`config.mk`:
```
export PLATFORM = sky130hd
export DESIGN_NAME = time_seg_scan
export DESIGN_NICKNAME = d
export VERILOG_FILES = /design/src/rtl/time_seg_scan_pkg.sv /design/src/rtl/time_seg_scan_bin2bcd_seq.sv /design/src/rtl/time_seg_scan.sv
export SDC_FILE = /design/constraint.sdc
export NUM_CORES = 1
export LEC_CHECK = 0
export CAP_MARGIN = 20
export CORE_ASPECT_RATIO = 1.1
export CORE_UTILIZATION = 55
export CTS_CLUSTER_DIAMETER = 200
export DETAILED_ROUTE_END_ITERATION = 7
export PLACE_DENSITY = 0.81
export SYNTH_ARGS = -nofsm -noshare
export SYNTH_HDL_FRONTEND = slang
export SYNTH_HIERARCHICAL = 1
export SYNTH_SLANG_ARGS = --single-unit
```
`constraint.sdc`:
```
create_clock -name clk -period 2.7 [get_ports clk]
set_clock_uncertainty 0.15 [all_clocks]
set_input_delay 0.54 -clock clk [delete_from_list [all_inputs] [get_ports clk]]
set_output_delay 0.54 -clock clk [all_outputs]
set_load 0.03 [all_outputs]
```
`src/rtl/time_seg_scan_pkg.sv`:
```
// Shared constants for the RTC display back-end: segment codes, FSM states, digit count.
// Segment codes are active-low, bit7 = dp (off), bits6:0 = g..a.
package time_seg_scan_pkg;

    localparam int DIG_NUM = 6;

    localparam logic [7:0] SEG_0     = 8'hC0;
    localparam logic [7:0] SEG_1     = 8'hF9;
    localparam logic [7:0] SEG_2     = 8'hA4;
    localparam logic [7:0] SEG_3     = 8'hB0;
    localparam logic [7:0] SEG_4     = 8'h99;
    localparam logic [7:0] SEG_5     = 8'h92;
    localparam logic [7:0] SEG_6     = 8'h82;
    localparam logic [7:0] SEG_7     = 8'hF8;
    localparam logic [7:0] SEG_8     = 8'h80;
    localparam logic [7:0] SEG_9     = 8'h90;
    localparam logic [7:0] SEG_DASH  = 8'hBF;
    localparam logic [7:0] SEG_BLANK = 8'hFF;

    typedef logic [2:0] fsm_state_t;

    localparam fsm_state_t ST_IDLE   = 3'd0;
    localparam fsm_state_t ST_CONV_S = 3'd1;
    localparam fsm_state_t ST_CONV_M = 3'd2;
    localparam fsm_state_t ST_CONV_H = 3'd3;
    localparam fsm_state_t ST_COMMIT = 3'd4;

    function automatic logic [7:0] seg_code(input logic [3:0] d);
        logic [7:0] c;
        case (d)
            4'd0:    c = SEG_0;
            4'd1:    c = SEG_1;
            4'd2:    c = SEG_2;
            4'd3:    c = SEG_3;
            4'd4:    c = SEG_4;
            4'd5:    c = SEG_5;
            4'd6:    c = SEG_6;
            4'd7:    c = SEG_7;
            4'd8:    c = SEG_8;
            4'd9:    c = SEG_9;
            default: c = SEG_BLANK;
        endcase
        return c;
    endfunction

endpackage

```
`src/rtl/time_seg_scan_bin2bcd_seq.sv`:
```
// Sequential 8-bit binary to 12-bit BCD converter (shift-add-3).
// Latency: start edge loads, then 8 shift edges; done is high during the final shift cycle.
module bin2bcd_seq (
    input  logic        clk,
    input  logic        rst_n,
    input  logic        start,
    input  logic [7:0]  bin,
    output logic        busy,
    output logic        done,
    output logic [11:0] bcd
);

    logic [7:0]  bin_q;
    logic [11:0] bcd_q;
    logic [11:0] bcd_adj_d;
    logic [2:0]  cnt_q;
    logic        busy_q;

    always_comb begin
        bcd_adj_d = bcd_q;
        for (int i = 0; i < 3; i++) begin
            if (bcd_q[4*i +: 4] >= 4'd5) begin
                bcd_adj_d[4*i +: 4] = bcd_q[4*i +: 4] + 4'd3;
            end
        end
    end

    always_ff @(posedge clk or negedge rst_n) begin
        if (!rst_n) begin
            bin_q  <= '0;
            bcd_q  <= '0;
            cnt_q  <= '0;
            busy_q <= 1'b0;
        end else if (busy_q) begin
            {bcd_q, bin_q} <= {bcd_adj_d[10:0], bin_q, 1'b0};
            cnt_q          <= cnt_q + 3'd1;
            if (cnt_q == 3'd7) begin
                busy_q <= 1'b0;
            end
        end else if (start) begin
            bin_q  <= bin;
            bcd_q  <= '0;
            cnt_q  <= '0;
            busy_q <= 1'b1;
        end
    end

    assign busy = busy_q;
    assign done = busy_q && (cnt_q == 3'd7);
    assign bcd  = bcd_q;

endmodule

```
`src/rtl/time_seg_scan.sv`:
```
// Six-digit multiplexed 7-segment driver for h/m/s with per-frame atomic BCD snapshot.
// Outputs registered one clk behind idx; conversion commits 28 clk after the request edge.
module time_seg_scan
    import time_seg_scan_pkg::*;
#(
    parameter logic [15:0] SCAN_MAX = 16'd49_999
) (
    input  logic       clk,
    input  logic       rst_n,
    input  logic [7:0] s_dec,
    input  logic [7:0] m_dec,
    input  logic [7:0] h_dec,
    output logic [5:0] sel,
    output logic [7:0] seg
);

    logic [15:0] cnt_q;
    logic [2:0]  idx_q;
    logic        start_q;
    fsm_state_t  state_q, state_d;
    logic [7:0]  snap_s_q, snap_m_q, snap_h_q;
    logic [11:0] res_s_q, res_m_q;
    logic [11:0] disp_s_q, disp_m_q, disp_h_q;
    logic [5:0]  sel_q, sel_d;
    logic [7:0]  seg_q, seg_d;

    logic        wrap, req, take;
    logic        conv_start, conv_busy, conv_done;
    logic [7:0]  conv_bin;
    logic [11:0] conv_bcd;
    logic [11:0] field;
    logic [3:0]  nib;

    assign wrap = (cnt_q == SCAN_MAX);
    assign req  = start_q || (wrap && (idx_q == 3'(DIG_NUM - 1)));
    assign take = req && (state_q == ST_IDLE);

    assign conv_start = ((state_q == ST_CONV_S) || (state_q == ST_CONV_M) ||
                         (state_q == ST_CONV_H)) && !conv_busy;

    always_comb begin
        case (state_q)
            ST_CONV_S: conv_bin = snap_s_q;
            ST_CONV_M: conv_bin = snap_m_q;
            default:   conv_bin = snap_h_q;
        endcase
    end

    bin2bcd_seq u_bin2bcd (
        .clk   (clk),
        .rst_n (rst_n),
        .start (conv_start),
        .bin   (conv_bin),
        .busy  (conv_busy),
        .done  (conv_done),
        .bcd   (conv_bcd)
    );

    always_comb begin
        state_d = state_q;
        case (state_q)
            ST_IDLE:   if (take)      state_d = ST_CONV_S;
            ST_CONV_S: if (conv_done) state_d = ST_CONV_M;
            ST_CONV_M: if (conv_done) state_d = ST_CONV_H;
            ST_CONV_H: if (conv_done) state_d = ST_COMMIT;
            ST_COMMIT:                state_d = ST_IDLE;
            default:                  state_d = ST_IDLE;
        endcase
    end

    // Odd idx selects the tens nibble of the field.
    always_comb begin
        if (idx_q < 3'd2) begin
            field = disp_s_q;
        end else if (idx_q < 3'd4) begin
            field = disp_m_q;
        end else begin
            field = disp_h_q;
        end
        nib = idx_q[0] ? field[7:4] : field[3:0];

        if (field[11:8] != 4'd0) begin
            seg_d = SEG_DASH;
        end else if ((idx_q == 3'd5) && (nib == 4'd0)) begin
            seg_d = SEG_BLANK;
        end else begin
            seg_d = seg_code(nib);
        end
        if (((idx_q == 3'd2) || (idx_q == 3'd4)) && !disp_s_q[0]) begin
            seg_d[7] = 1'b0;
        end
        sel_d = ~(6'b000001 << idx_q);
    end

    always_ff @(posedge clk or negedge rst_n) begin
        if (!rst_n) begin
            cnt_q    <= '0;
            idx_q    <= '0;
            start_q  <= 1'b1;
            state_q  <= ST_IDLE;
            snap_s_q <= '0;
            snap_m_q <= '0;
            snap_h_q <= '0;
            res_s_q  <= '0;
            res_m_q  <= '0;
            disp_s_q <= '0;
            disp_m_q <= '0;
            disp_h_q <= '0;
            sel_q    <= 6'b111111;
            seg_q    <= SEG_BLANK;
        end else begin
            cnt_q <= wrap ? 16'd0 : cnt_q + 16'd1;
            if (wrap) begin
                idx_q <= (idx_q == 3'(DIG_NUM - 1)) ? 3'd0 : idx_q + 3'd1;
            end
            if (take) begin
                start_q  <= 1'b0;
                snap_s_q <= s_dec;
                snap_m_q <= m_dec;
                snap_h_q <= h_dec;
            end
            state_q <= state_d;
            // The previous field's result is still in the converter on the next field's load edge.
            if (conv_start && (state_q == ST_CONV_M)) begin
                res_s_q <= conv_bcd;
            end
            if (conv_start && (state_q == ST_CONV_H)) begin
                res_m_q <= conv_bcd;
            end
            if (state_q == ST_COMMIT) begin
                disp_s_q <= res_s_q;
                disp_m_q <= res_m_q;
                disp_h_q <= conv_bcd;
            end
            sel_q <= sel_d;
            seg_q <= seg_d;
        end
    end

    assign sel = sel_q;
    assign seg = seg_q;

endmodule
```
==> metrics <==
net count of the mapped netlist 567; DR iter-0 viols 177; max-capacitance violation count 0; hpwl dp 8.46 mm; GRT busiest layer met2; Core Rows 41; Post-Synthesis Cell Area 0.00663 sq mm; outcome finished clean; largest family of logic cells by synthesized area multiplexers; gate count after technology mapping 526; Post-Syn Area per Cell 12.6 sq um; ANT cells 0; setup TNS after final layout 0 ps; placer congestion estimate 0.809; Synth Area in Compound Gates 7.83%; area share of xor/xnor cells in the synthesized design 2.11%; clock latency on the worst-skew pair 420 ps; gr usage total 23.1%; end-of-flow core utilization 67.7%; CP max FO 11; clock share of power 54.0%; worst path cell trace nor2b_1, o21bai_1, nand2_1, o21ai_0, mux2i_1, o21ai_0; element type at the critical path start register; worst setup margin 290 ps; Pleak 3.60 nW; met2 Resource Use GR 38.6%; met1 track utilization from global routing 28.8%; initial antenna violation count 0; classification of the worst setup path register to register; Post-DP Area 0.00718 sq mm; Tmin final 2410 ps; post-layout instance area 0.00785 sq mm; FMAX 415 MHz; cell total after placement 702; post-CTS setup-driven buffer insertion count 0; data arrival time at the worst-slack endpoint 2520 ps; Sw Share 19.5%; transition time at the pin with the least slew margin 694 ps; core area 0.0116 sq mm; Starting Density 57.2%; die area 0.0125 sq mm; setup repair after global routing missed its margin no; final clock period utilization by the worst path 89.3%; per-cell routed wire length 17.6 um; total number of clock tree sinks 145; total power draw 4.90 mW; die extent in y 117 um; internal power 3.95 mW; wire length of the first global-routing pass 21.9 mm; Slowest Stage Delay on Critical Path 610 ps; number of vias in the routed layout 4232; maximum root-to-sink buffer count 2; sequential fraction of the synthesis area 55.0%; Total Wirelength 13.0 mm; max-slew violation count 0; TritonCTS clock tree yes; number of H-tree levels 4; CTS Buf Count 17; maximum vdd drop 0.383 mV; portion of netlist area occupied by mux cells 18.8%; fraction of layout cells with a size suffix above 1 28.2%; adder and majority gate portion of the synthesized area 2.83%; post-synthesis cell type with the largest combined area dfrtp_1; crit path max-delay cell type nor2b_1; Crit path top cell by count o21ai_0; number of non-filler instances in the completed layout 735; met3 demand-to-capacity share in global routing 5.37%; Simple-Gate Fraction of Synth Area 10.2%; Final Hold Viols 0; required time reported for the critical path endpoint 2810 ps; sequential cell fraction of total power 44.4%; commonest cells after routing, fill and taps aside dfrtp_1, mux2_2, clkdlybuf4s50_1; minimum setup slack after placement 333 ps; Yosys reg bits 145; CTS-repair resized insts 0; clk slew on worst S/H paths 60 ps; ANT nets after route 0; power share of the combinational group 1.7%; pin count of the biggest net entering global routing 53; Cell Pwr Density 624 mW/mm^2; Post-synth EDFFs 0; worst max-slew margin expressed relative to the limit 53.7%; post-detailed-route DRC marker count 0; post-DR vias/cell 5.76; number of global-route vias before repair 4388; number of nets in the finished design 613; Yosys cell types 60; Worst Hold Class register to register; number of top-level design ports 40; Syn. warnings 6; Synth top area share 49.1%; cell at the root of the clock tree clkbuf_16; Area Overhead vs Synth 18.4%; Die Span X 107 um; Remaining Overflow, GRT 0; share of synthesized flip-flops with an asynchronous set or reset 100%; cells taking the most area after synthesis dfrtp_1, mux2_2, dfstp_2; top flip-flop cell by instance count after synthesis dfrtp_1; leading cell type in the layout, fill and taps excluded dfrtp_1; category of the worst setup path capture point register; switching power 0.956 mW; minimum hold slack 298 ps; count of buffers from port buffering 39; number of iterations in the first detailed-routing pass 4; final setup violation count 0
-- critical path, delay by kind of cell, from the launching register on --
kind / cells / cell delay [ps]
AO/OA/AOI/OAI: 3 / 580
flip-flops: 1 / 540
multiplexers: 1 / 210
AND/OR/NAND/NOR: 2 / 770
-- path summary, 6_finish.rpt --
| kind | start | end | slack [ps] | cells after the start |
|---|---|---|---|---|
| worst min register to register | cnt_q[0]$_DFF_PN0_ | cnt_q[0]$_DFF_PN0_ | 300 | 1 |
| worst max register to register | state_q[1]$_DFFE_PN0P_ | u_bin2bcd/bin_q[1]$_DFFE_PN0P_ | 290 | 6 |
| max in group asynchronous | rst_n | seg[5]$_DFF_PN1_ | 1180 | 3 |
| worst max-delay path | state_q[1]$_DFFE_PN0P_ | u_bin2bcd/bin_q[1]$_DFFE_PN0P_ | 290 | 6 |
| worst min-delay path | cnt_q[0]$_DFF_PN0_ | cnt_q[0]$_DFF_PN0_ | 300 | 1 |
| min in group asynchronous | rst_n | cnt_q[5]$_DFF_PN0_ | 480 | 2 |
-- kinds of logic (layout without fill, tap and decap cells) --
logic type	after synthesis	count (layout)
muxes	107	107
xor gates and xnor gates	16	16
AOI/OAI and AO/OA	77	77
buffers and inverters	43	102
DFF	145	145
adders and majority gates	15	15
and+or+nand+nor	123	123
-- Yosys cell counts, drive strengths merged, types with 5 or more instances --
cell type / instances
clkbuf: 8
a22oi: 8
dfstp: 15
xor2: 7
xnor2: 9
and2: 8
inv: 15
dfrtp: 130
nand2: 36
buf: 19
nand3: 10
o21ai: 27
nor2b: 8
nand4: 6
mux2i: 11
mux4: 5
ha: 15
nor2: 22
nor3b: 5
mux2: 91
nor3: 5
a21oi: 12
-- area by class of cell --
type	instances	area (sq um)
clock buffer	19	433
clock inverter	13	233
multi-input combinational	338	2790
sequential	145	3650
inverter	16	60.1
timing repair buffer	54	507
fill	807	3740
tap	150	188
-- metal layers --
metal | vias to the layer above | share of wire [%]
li1 | 1970 | -
met1 | 2144 | 43
met2 | 96 | 51
met3 | 22 | 3.5
met4 | 0 | 2.1
met5 | - | 0
-- registers in the layout, summed over array words and instances, names as in the netlist, 12 cells and up --
register	count
cnt_q	16
disp_h_q	12
disp_m_q	12
disp_s_q	12
res_m_q	12
res_s_q	12
u_bin2bcd/bcd	12
-- power groups by stage --
stage          logic, mW  clock network [mW]  registers [mW]
6_report          0.0830                2.65            2.17
5_1_grt           0.0957                2.77            2.17
4_1_cts           0.0865                2.67            2.17
3_5_place_dp      0.0849                   0            2.21
3_3_place_gp      0.0826                   0            2.21
2_1_floorplan   0.000296                   0            2.21
-- what timing repair did --
| action | CTS | global route |
|---|---|---|
| hold buffers | 1 | 0 |
| hold endpoints to repair | 44 | 0 |
| setup endpoints to repair | 0 | 0 |
Note: power is estimated with default switching activity, not from simulation.
